### src/rtl/rtc_read_cycle.sv
// rtc_read_cycle: read-transaction initiator for the RTC multiplexed AD bus.
//   clk_i, reset_i (async, active high) | start_i, addr_i request a read
//   bus_in_i pad value | bus_out_o, bus_oe_o bus drive | ad_o, rd_o, cs_o, wr_o strobes (active low)
//   data_out_o last byte read | busy_o transaction in flight | done_o one-cycle completion pulse
module rtc_read_cycle #(
  parameter int unsigned T_SETUP = 2,
  parameter int unsigned T_AD    = 3,
  parameter int unsigned T_HOLD  = 2,
  parameter int unsigned T_TURN  = 1,
  parameter int unsigned T_RD    = 4,
  parameter int unsigned T_RECOV = 2,
  parameter int unsigned CW      = 4
) (
  input  logic       clk_i,
  input  logic       reset_i,
  input  logic       start_i,
  input  logic [7:0] addr_i,
  input  logic [7:0] bus_in_i,
  output logic [7:0] bus_out_o,
  output logic       bus_oe_o,
  output logic       ad_o,
  output logic       rd_o,
  output logic       cs_o,
  output logic       wr_o,
  output logic [7:0] data_out_o,
  output logic       busy_o,
  output logic       done_o
);
  typedef enum logic [2:0] {IDLE, ADDR_SETUP, ADDR_STROBE, ADDR_HOLD, TURN, READ, RECOV} state_t;
  state_t        state_q, state_d;
  logic [CW-1:0] cnt_q, cnt_d;
  logic [7:0]    addr_q, addr_d, bus_out_q, data_q;
  logic          oe_q, ad_q, rd_q, cs_q, busy_q, done_q, last, drive_d;
  assign last = cnt_q == '0;
  assign drive_d = state_d inside {ADDR_SETUP, ADDR_STROBE, ADDR_HOLD};
  always_comb begin
    state_d = state_q;
    cnt_d   = cnt_q - CW'(1);
    addr_d  = addr_q;
    case (state_q)
      IDLE: begin
        cnt_d = '0;
        if (start_i) begin
          state_d = ADDR_SETUP;
          cnt_d   = CW'(T_SETUP - 1);
          addr_d  = addr_i;
        end
      end
      ADDR_SETUP:  if (last) begin state_d = ADDR_STROBE; cnt_d = CW'(T_AD - 1);    end
      ADDR_STROBE: if (last) begin state_d = ADDR_HOLD;   cnt_d = CW'(T_HOLD - 1);  end
      ADDR_HOLD:   if (last) begin state_d = TURN;        cnt_d = CW'(T_TURN - 1);  end
      TURN:        if (last) begin state_d = READ;        cnt_d = CW'(T_RD - 1);    end
      READ:        if (last) begin state_d = RECOV;       cnt_d = CW'(T_RECOV - 1); end
      RECOV:       if (last) begin state_d = IDLE;        cnt_d = '0;               end
      default: begin
        state_d = IDLE;
        cnt_d   = '0;
      end
    endcase
  end
  // Outputs are decoded from the next state so they are registered yet line up with the state.
  always_ff @(posedge clk_i or posedge reset_i) begin
    if (reset_i) begin
      state_q   <= IDLE;
      cnt_q     <= '0;
      addr_q    <= 8'h00;
      bus_out_q <= 8'h00;
      data_q    <= 8'h00;
      oe_q      <= 1'b0;
      ad_q      <= 1'b1;
      rd_q      <= 1'b1;
      cs_q      <= 1'b1;
      busy_q    <= 1'b0;
      done_q    <= 1'b0;
    end else begin
      state_q   <= state_d;
      cnt_q     <= cnt_d;
      addr_q    <= addr_d;
      bus_out_q <= drive_d ? addr_d : 8'h00;
      oe_q      <= drive_d;
      ad_q      <= state_d != ADDR_STROBE;
      rd_q      <= state_d != READ;
      cs_q      <= state_d == IDLE;
      busy_q    <= state_d != IDLE;
      done_q    <= state_q == RECOV && last;
      if (state_q == READ && last) data_q <= bus_in_i;
    end
  end
  assign bus_out_o  = bus_out_q;
  assign bus_oe_o   = oe_q;
  assign ad_o       = ad_q;
  assign rd_o       = rd_q;
  assign cs_o       = cs_q;
  assign wr_o       = 1'b1;
  assign data_out_o = data_q;
  assign busy_o     = busy_q;
  assign done_o     = done_q;
endmodule

### config.mk
export PLATFORM = sky130hd
export DESIGN_NAME = rtc_read_cycle
export DESIGN_NICKNAME = d
export VERILOG_FILES = /design/src/rtl/rtc_read_cycle.sv
export SDC_FILE = /design/constraint.sdc
export NUM_CORES = 1
export LEC_CHECK = 0
export CAP_MARGIN = 10
export CELL_PAD_IN_SITES_DETAIL_PLACEMENT = 2
export CELL_PAD_IN_SITES_GLOBAL_PLACEMENT = 2
export CORE_UTILIZATION = 33
export DETAILED_ROUTE_END_ITERATION = 7
export PLACE_DENSITY_LB_ADDON = 0.08
export SYNTH_ARGS = -nofsm -noshare
export SYNTH_HDL_FRONTEND = slang
export SYNTH_SLANG_ARGS = --single-unit
### constraint.sdc
create_clock -name clk_i -period 4.09 [get_ports clk_i]
set_input_delay 0.409 -clock clk_i [delete_from_list [all_inputs] [get_ports clk_i]]
set_output_delay 0.409 -clock clk_i [all_outputs]
set_load 0.005 [all_outputs]
# Word-level counts from Yosys, hierarchy flattened
# Cells that the tools add are included.
# totals
ff_bits	37
inputBits	19
out_inout_bits	23
elab_cells	49
# classes
addsub	1
n_eq_ne	11
mux	17
n_reduce_logical	9
# ops
operator	count
2-to-1 mux 8 bit	3
2-to-1 mux 3 bit	7
one-hot mux 3 bit (7 select lines)	1
one-hot mux 4 bit (5 select lines)	1
2-to-1 mux 4 bit	4
equality test 3 x 2 -> 1 bit, second input constant	4
equality test 3 bit, second input constant	3
equality test 3 x 1 -> 1 bit, second input constant	2
zero test 3 bit	2
nonzero test 3 bit	2
zero test 4 bit	1
OR reduction 2 bit	2
subtractor 4 x 1 -> 4 bit, second input constant	1
!= test 3 x 2 -> 1 bit, second input constant	1
!= test 3 bit, second input constant	1
logical AND 1 bit	2
2-to-1 mux 1 bit	1

# Depth between registers and ports, before layout
# Gate-level depths: netlist of the first run.
# depth
depth_word	6
depth_mapped	6
ltp_nobuf	5

# Worst setup path before layout of the first run
# OpenSTA, ideal clock, no wires.
# synth_path
kind	reg-to-reg
from	register cnt_q[0]
to	register data_q[0] (netlist: data_out_o[0])
setup_time_ns	0.125
arrival_ns	1.473
required_ns	3.965
path_slack_ns	2.492
path_stages_with_launch	7
n_path_buf	1
period_less_slack_ns	1.598
cell_sequence	dfrtp_1 > inv_1 > ha_1 > nor3b_1 > and3_1 > buf_2 > mux2_2
# synth_via
elab_chain_len	2
# synth_lines
element	line_no	rtl
start, declared	31	logic [CW-1:0] cnt_q, cnt_d;
start signal, assigned	77	cnt_q <= cnt_d;
zero test 4 bit	34	assign last = cnt_q == '0;
logical AND 1 bit	86	if (state_q == READ && last) data_q <= bus_in_i;
end signal, assigned	86	
end, declared	32	logic [7:0] addr_q, addr_d, bus_out_q, data_q;
# No other way between the ends.
# A chain may end at the register's enable or synchronous reset.

# Worst setup path in the final report of the first run
# layout_path
from	register cnt_q[0]
to	register data_q[6] (netlist: data_out_o[6])
# The elaborated chain is that of the path after synthesis.

==> metrics.cfg, run 1 <==
[run_status]
status = finished with violations
violations = design-rule violations

[finish]
layout.nets = 183
antenna_cells = 0
stdcell_count = 215
drive_gt1_share_pct = 23.3
area_growth_pct = 33.5

[clock_network]
cts_resized = 0
root_buffer = clkbuf_8
clk_latency_ps = 290
cts_max_level = 2
cts_buffer_depth = 2
path_clk_slew_ps = 70
cts_hold_buf = 0
cts_tree = yes
cts.sinks = 37
numCtsBuffers = 5
post_cts.repair.setup_buffers = 0

[critical_path]
cp_data_required_time_ps = 4260
critPathMaxStageDelay_ps = 410
end_kind = flip-flop
path_delay_family = simple AND/OR/NAND/NOR gates
crit_buf_inv = 2
slowest_stage = dfrtp_1
cp-startpoint = cnt_q[0]$_DFF_PP0_
crit_chain = inv_1 -> ha_1 -> nor3b_1 -> buf_4 -> and3_1 -> mux2_2
cp_max_fo = 11
critPathLaunchType = flip-flop
critPathKind = reg -> reg
timing.rr.start = cnt_q[0]$_DFF_PP0_
worst_ep_arrival_time_ps = 2190
r2r_setup_slack_ps = 2070

[grt]
grt_usage_pct = 16.9
use_met1_pct = 20.6
grt_remaining_overflow = 0
top_usage_layer = met2
grt_pass1_vias = 1202
grt_max_degree = 38
antenna_found_initial = 0
grt_pass1_wl_um = 6330
grtUsageMet2_pct = 27.6
met3_usage_pct = 5.70

[drt]
drt-pass1-iter-count = 8
totalWireLength_um = 3620
drc = 8
antenna_left = 0
viasPerCell = 5.05
initialDrtViolationCount = 42
via_count = 1085
avgRoutedWirePerCell_um = 16.8

[timing]
grt_setup_unrepaired = false
setup_viol = 0
relSlewSlack_pct = 58.8
skew_ps = 3.19
hold_viol_final = 0
fin_tns_setup_ps = 0
final_max_slew_viol_count = 0
period_minus_slack_ps = 2020
worst_pin_slew_ps = 615
fmax_mhz = 495
finalCritPeriodShare_pct = 49.4

[power]
seq_power_share_pct = 42.0
power.internal_uw = 1060
powerDensity_mw_per_mm2 = 748
p_clk_share_pct = 16.7
p_comb_share_pct = 41.3
swShare_pct = 32.0
p_switching_uw = 500
p_leak_uw = 0.000883
ir_worst_vdd_v = 0.000265

[worst_hold_path]
hold_class = reg -> reg
min_from = addr_q[7]$_DFF_PP0_

[logic_synthesis]
synth_area_mm2 = 0.00157
ys_seq_area_share_pct = 59.4
synth_ff_type = dfrtp_1
synth-edff-count = 0
ys_ff_latch = 37
syn_nets = 142
synth_area_per_cell_um2 = 12.9
synth.distinct_cells = 36
postSynth.asyncResetShare_pct = 100
synth_cells = 121
synth_top_area_cell = dfrtp_1
netlist_top_cells_area = dfrtp_1, mux2_2, dfstp_2, nor2b_2, ha_1
yosysWarnings = 0
synth_top_area_share_pct = 54.4

[floorplanning]
pin_count = 42
core.rowCount = 24
core_region_area_mm2 = 0.00444
start_util_pct = 35.2
die_area_mm2 = 0.00502
die_h_um = 70.9
die_w_um = 70.9

[placement]
routabilityCongestion = 0.753
port_buffers = 40
dp.cells = 207
dp.final_hpwl_um = 2590

[flow_run]
maxCapViolCount = 0

## cells by family (layout without fill, tap and decap cells)
| group | Yosys count | count (layout) | share of synthesized area, % |
|---|---|---|---|
| xor gates and xnor gates | 2 | 2 | 1.12 |
| buffers and inverters | 14 | 56 | 4.40 |
| other | 1 | 1 | 0.240 |
| adders and majority gates | 3 | 3 | 2.24 |
| muxes | 17 | 17 | 12.2 |
| DFF | 37 | 37 | 59.4 |
| and+or+nand+nor | 30 | 30 | 12.9 |
| AOI/OAI and AO/OA | 17 | 17 | 7.51 |
## sequential cells by signal (all words and copies together) (netlist names), 3 cells and up
signal,count
addr_q,8
state_q,3
cnt_q,4
bus_out_o,8
data_out_o,8
## layout by cell type, fill, tap and decap left out, types with 2 or more instances in the layout
cell | netlist | final
mux2_2 | 16 | 16
and3_1 | 2 | 2
buf_4 | 1 | 2
ha_1 | 2 | 2
xnor2_1 | 2 | 2
a21oi_1 | 2 | 2
dfstp_2 | 3 | 3
clkbuf_8 | 0 | 6
inv_1 | 6 | 6
nand2_1 | 4 | 4
clkbuf_1 | 2 | 2
o211ai_1 | 2 | 2
dfrtp_1 | 34 | 34
nor2_1 | 4 | 4
nor3_1 | 5 | 5
clkdlybuf4s50_1 | 0 | 40
nor2b_2 | 8 | 8
o21ai_0 | 5 | 5
## final timing paths
check                                       endpoint  cells after the start
max                        data_out_o[6]$_DFFE_PP0P_                      6
min                              addr_q[7]$_DFF_PP0_                      1
max reg2reg                data_out_o[6]$_DFFE_PP0P_                      6
min reg2reg                      addr_q[7]$_DFF_PP0_                      1
max in group asynchronous             ad_o$_DFF_PP1_                      3
min in group asynchronous        addr_q[6]$_DFF_PP0_                      3
## cell type report
cell class	instances	area (um^2)
Fill cell	441	2350
Sequential cell	37	930
Multi-Input combinational cell	70	567
Timing Repair Buffer	42	415
Clock buffer	8	90.1
Tap cell	52	65.1
Inverter	6	22.5
## worst reg2reg max path, stage by stage (launching register included)
cell     delay, ps
dfrtp_1        410
inv_1           90
ha_1           200
nor3b_1        200
buf_4          220
and3_1         400
mux2_2         390
## stage by stage
step,area (um^2),total power (uW),hold WS [ps],util [%],setup slack [ps]
final,2090,1560,494,47.0,2070
after detailed placement,2000,1330,480,45.0,1850
after global placement,2000,1270,475,45.0,1940
after floorplan,1570,1020,466,-,2490
after CTS,2090,1590,496,47.0,2030
after global routing,2090,1680,527,47.0,1920
## power by group through the flow
stage / Sequential, uW / Clock (uW) / Combinational (uW)
floorplan: 617 / 0 / 407
global placement: 649 / 0 / 622
detailed placement: 670 / 0 / 657
CTS: 663 / 272 / 660
global route: 682 / 287 / 715
finish: 657 / 261 / 645
## per-layer routing
metal  vias up  part of all wire, %  wire, um
met3         6                  5.0       181
met4         0                  1.8        64
met2        31                   53      1910
met1       556                   40      1470
met5         -                    0         0
li1        492                    -         -
## synth_stat cells (all sizes together) (2+ instances only)
master	n
a21oi	2
and3	2
buf	6
clkbuf	2
dfrtp	34
dfstp	3
ha	2
inv	6
mux2	16
nand2	4
nor2	4
nor2b	9
nor3	5
o211ai	2
o21ai	5
xnor2	2
Power figures use the tool's default switching activity.
==> inputs of run 2 (changes only) <==
--- a/config.mk
+++ b/config.mk
@@ -8,7 +8,7 @@
 export CAP_MARGIN = 10
 export CELL_PAD_IN_SITES_DETAIL_PLACEMENT = 2
 export CELL_PAD_IN_SITES_GLOBAL_PLACEMENT = 2
-export CORE_UTILIZATION = 33
+export CORE_UTILIZATION = 28
 export DETAILED_ROUTE_END_ITERATION = 7
 export PLACE_DENSITY_LB_ADDON = 0.08
 export SYNTH_ARGS = -nofsm -noshare
==> constraint.sdc (replaced) <==
create_clock -name clk_i -period 1.64 [get_ports clk_i]
set_input_delay 0.164 -clock clk_i [delete_from_list [all_inputs] [get_ports clk_i]]
set_output_delay 0.164 -clock clk_i [all_outputs]
set_load 0.005 [all_outputs]
==> run 2 against run 1 <==
Against the previous run: the flow now finishes without violations; clock skew rose by 4.9 ps; combinational power rose to 3.0 times the previous value; sequential share of layout area fell by 2.8 points; worst setup slack got worse by 2000 ps; highest routed layer unchanged; register-to-register slack got worse by 2000 ps; clock power rose by 140%; sequential power rose by 140%; critical path depth did not move; critical endpoint is now bus_out_o[2]$_DFF_PP0_; first-iteration DRC count fell by 7.1%.
==> metrics.cfg, run 2 (synthesis results as in run 1) <==
[run_status]
status = finished, final reports clean

[finish]
final_common_cell = clkdlybuf4s50_1
most-common-layout-cells = clkdlybuf4s50_1, dfrtp_1, mux2_2
layout.nets = 195
area_growth_pct = 42.7
stdcell_area_mm2 = 0.00223
fin_util_pct = 42.6
antenna_cells = 0
drive_gt1_share_pct = 32.2

[floorplanning]
start_util_pct = 29.9
die_area_mm2 = 0.00589
pin_count = 42
die_w_um = 76.8
core_region_area_mm2 = 0.00524
die_h_um = 76.8
core.rowCount = 26

[grt]
grt_usage_pct = 15.0
grtUsageMet2_pct = 23.7
use_met1_pct = 18.7
grt_pass1_vias = 1239
grt_remaining_overflow = 0
antenna_found_initial = 0
grt_max_degree = 38
grt_pass1_wl_um = 6730
top_usage_layer = met2
met3_usage_pct = 5.12

[timing]
final_max_slew_viol_count = 0
setup_viol = 0
skew_ps = 8.11
period_minus_slack_ps = 1570
worst_slack_ps = 68.9
finalCritPeriodShare_pct = 95.8
hold_viol_final = 0
grt_setup_unrepaired = false
fmax_mhz = 636

[power]
ir_worst_vdd_v = 0.000728
swShare_pct = 32.0
seq_power_share_pct = 37.7
power_uw = 4150
power.internal_uw = 2820
p_leak_uw = 0.000937
p_comb_share_pct = 47.0
p_clk_share_pct = 15.3
p_switching_uw = 1330
powerDensity_mw_per_mm2 = 1860

[placement]
place_ws_ps = -71.7
port_buffers = 40
place_area_mm2 = 0.00209
routabilityCongestion = 0.731
dp.final_hpwl_um = 2670

[clock_network]
cts_tree = yes
path_clk_slew_ps = 70
cts.sinks = 37
numCtsBuffers = 5
root_buffer = clkbuf_8
cts_max_level = 2
cts_buffer_depth = 2
cts_hold_buf = 0
clk_latency_ps = 280

[drt]
totalWireLength_um = 3890
initialDrtViolationCount = 39
via_count = 1122
drc = 0
avgRoutedWirePerCell_um = 15.9
antenna_left = 0
viasPerCell = 4.60
drt-pass1-iter-count = 2

[critical_path]
end_kind = flip-flop
path_delay_family = compound AO/OA/AOI/OAI gates
cp_data_required_time_ps = 1850
slowest_stage = a311o_2
cp_max_fo = 11
worst_ep_arrival_time_ps = 1780
crit_buf_inv = 2
critPathLaunchType = flip-flop
critPathMaxStageDelay_ps = 460
crit_chain = inv_2 -> ha_4 -> nor3b_4 -> buf_4 -> a311o_2 -> nor2b_2
critPathKind = reg -> reg

[worst_hold_path]
hold_class = in -> async

[flow_run]
maxCapViolCount = 0

## run 2: worst paths after layout
path,start,end,slack [ps],cells after the start
max reg2reg,cnt_q[1]$_DFF_PP0_,bus_out_o[2]$_DFF_PP0_,70,6
max,cnt_q[1]$_DFF_PP0_,bus_out_o[2]$_DFF_PP0_,70,6
min reg2reg,addr_q[2]$_DFF_PP0_,addr_q[2]$_DFF_PP0_,490,1
min,reset_i,data_out_o[7]$_DFFE_PP0P_,300,3
min in group clk_i,addr_q[2]$_DFF_PP0_,addr_q[2]$_DFF_PP0_,490,1
max in group asynchronous,reset_i,cs_o$_DFF_PP1_,970,3
## run 2: layout make-up
class	instances	area, um^2
repair buffers	53	498
flip-flops and latches	37	931
clock buffers	7	86.3
fillers	537	3000
multi-input cells	71	608
inverters	6	22.5
well taps	70	87.6
## run 2: power by group through the flow
stage / clock [uW] / sequential [uW] / combinational [uW]
after detailed placement: 0 / 1570 / 1840
after CTS: 664 / 1570 / 1900
after global routing: 701 / 1630 / 2140
final: 637 / 1570 / 1950
after floorplan: 0 / 1540 / 1010
after global placement: 0 / 1540 / 1750
## run 2: per-layer routing
| metal | routed length (um) | up-vias |
|---|---|---|
| met5 | 0 | - |
| li1 | - | 520 |
| met3 | 242 | 5 |
| met4 | 57 | 0 |
| met2 | 1900 | 30 |
| met1 | 1690 | 567 |
## run 2: worst register-to-register path, stage by stage, from the launching register on
cell	delay [ps]
dfrtp_1	370
inv_2	60
ha_4	150
nor3b_4	140
buf_4	190
a311o_2	460
nor2b_2	130
## run 2: stage by stage
stage	hold WS, ps	cells	setup TNS (ps)
2_1_floorplan	316	121	0
3_3_place_gp	475	233	-277
3_5_place_dp	480	233	-1030
4_1_cts	311	241	0
5_1_grt	356	244	0
6_report	298	244	0
## run 2: timing repair
action,CTS,global route
cloned,1,0
setup buffers,0,4
gates resized for setup,4,5
setup endpoints to repair,17,19
pin swaps,3,3
==> inputs of run 3 (changes only) <==
--- a/config.mk
+++ b/config.mk
@@ -10,7 +10,7 @@
 export CELL_PAD_IN_SITES_GLOBAL_PLACEMENT = 2
 export CORE_UTILIZATION = 28
 export DETAILED_ROUTE_END_ITERATION = 7
-export PLACE_DENSITY_LB_ADDON = 0.08
+export PLACE_DENSITY_LB_ADDON = 0.1
 export SYNTH_ARGS = -nofsm -noshare
 export SYNTH_HDL_FRONTEND = slang
 export SYNTH_SLANG_ARGS = --single-unit
==> run 3 against run 2 <==
Against the previous run: register-to-register slack got worse by 30 ps; critical path type unchanged; routed wire length increased by 4.7%; final area increased by 3.8%; sequential power about the same.
==> metrics.cfg, run 3 (synthesis results as in run 1) <==
[timing]
period_minus_slack_ps = 1610
fmax_mhz = 623
skew_ps = 7.11
final_max_slew_viol_count = 0
setup_viol = 0
hold_viol_final = 0
grt_setup_unrepaired = true
finalCritPeriodShare_pct = 97.9

[clock_network]
numCtsBuffers = 5
cts.sinks = 37
clk_latency_ps = 300
cts_hold_buf = 0
cts_buffer_depth = 2
path_clk_slew_ps = 70
root_buffer = clkbuf_8
cts_max_level = 2
cts_tree = yes

[finish]
antenna_cells = 0
fin_util_pct = 44.3
area_growth_pct = 48.1
drive_gt1_share_pct = 33.3
layout.nets = 197
stdcell_count = 247
stdcell_area_mm2 = 0.00232
nFillCells = 532
final_common_cell = clkdlybuf4s50_1
most-common-layout-cells = clkdlybuf4s50_1, dfrtp_1, mux2_2

[grt]
grt_remaining_overflow = 0
grt_pass1_vias = 1292
antenna_found_initial = 0
grt_max_degree = 18
grt_pass1_wl_um = 6760
grt_usage_pct = 15.3

[placement]
place_area_mm2 = 0.00215
port_buffers = 40
dp.final_hpwl_um = 2970
routabilityCongestion = 0.742
dp.cells = 237

[power]
power_uw = 4520
p_leak_uw = 0.000985
ir_worst_vdd_v = 0.000629
powerDensity_mw_per_mm2 = 1950

[floorplanning]
start_util_pct = 29.9
core.rowCount = 26
die_h_um = 76.8
die_w_um = 76.8
core_region_area_mm2 = 0.00524
die_area_mm2 = 0.00589
pin_count = 42

[drt]
drt-pass1-iter-count = 4
viasPerCell = 4.70
via_count = 1162
avgRoutedWirePerCell_um = 16.5
antenna_left = 0
wl_met2_um = 2230
drc = 0
initialDrtViolationCount = 18
totalWireLength_um = 4070
met1_length_um = 1600
dr.max_layer_used = met4
wl_met3_um = 183

[worst_hold_path]
hold_class = in -> async

[run_status]
status = finished, final reports clean

[critical_path]
r2r_cells = 5
r2r_end = data_out_o[0]$_DFFE_PP0P_
worst_ep_arrival_time_ps = 1780
cp_max_fo = 8
cp_data_required_time_ps = 1820
end_kind = flip-flop
timing.rr.start = cnt_q[0]$_DFF_PP0_
critPathKind = reg -> reg
r2r_setup_slack_ps = 30
critPathLaunchType = flip-flop

[flow_run]
maxCapViolCount = 0

[run 3: changes by cell type in the layout (fill, tap and decap cells not counted), sizes merged]
cell,change
buf,+2
bufinv,+2
clkbuf,-2
inv,+1
[run 3: area by class of cell]
class	instances	area, um^2	area share [%]
Inverter	6	22.5	0.971
Sequential cell	37	930	40.1
Clock buffer	5	68.8	2.97
Multi-Input combinational cell	71	603	26.0
Tap cell	70	87.6	3.78
Timing Repair Buffer	55	538	23.2
Clock inverter	3	68.8	2.97
[run 3: where the power goes]
part | switching, uW | leakage, uW | internal [uW]
combinational | 830 | 0.000468 | 1170
clock | 352 | 0.0000687 | 612
sequential | 209 | 0.000448 | 1350
[run 3: timing repair]
action                                  in CTS  in global routing
cloned                                       1                  0
endpoints found under the setup margin      21                 20
hold endpoints to repair                     0                  0
pin swaps                                    2                  1
resized for setup                            6                  3
setup buffers                                1                  1
[run 3: how the worst max path moves through the flow]
stage                            start                        end  slack (ps)  cells past startpoint
CTS                 cnt_q[0]$_DFF_PP0_  data_out_o[0]$_DFFE_PP0P_          10                      6
finish              cnt_q[0]$_DFF_PP0_  data_out_o[0]$_DFFE_PP0P_          30                      5
detailed placement             start_i     bus_out_o[5]$_DFF_PP0_         -90                      5
global placement               start_i     bus_out_o[7]$_DFF_PP0_         -40                      5
floorplan           cnt_q[0]$_DFF_PP0_  data_out_o[0]$_DFFE_PP0P_          40                      6
global route        cnt_q[0]$_DFF_PP0_  data_out_o[0]$_DFFE_PP0P_         -30                      5
[run 3: worst max-delay path: stages, from the launching register on]
cell,delay (ps)
dfrtp_1,400
inv_2,70
ha_2,180
nor3b_4,190
and3_4,290
mux2_2,360
[run 3: stage by stage]
step           setup slack [ps]  hold slack [ps]  setup TNS, ps
3_3_place_gp              -38.6              475           -250
2_1_floorplan              42.5              316              0
5_1_grt                   -28.8              221           -174
6_report                   34.9              199              0
3_5_place_dp              -87.5              481          -1320
4_1_cts                    9.72              203              0
[run 3: per-layer routing]
layer	vias up	global-route usage, %
met1	595	17.0
met5	-	0
li1	528	-
met2	32	27.3
met4	0	6.35
met3	7	4.29
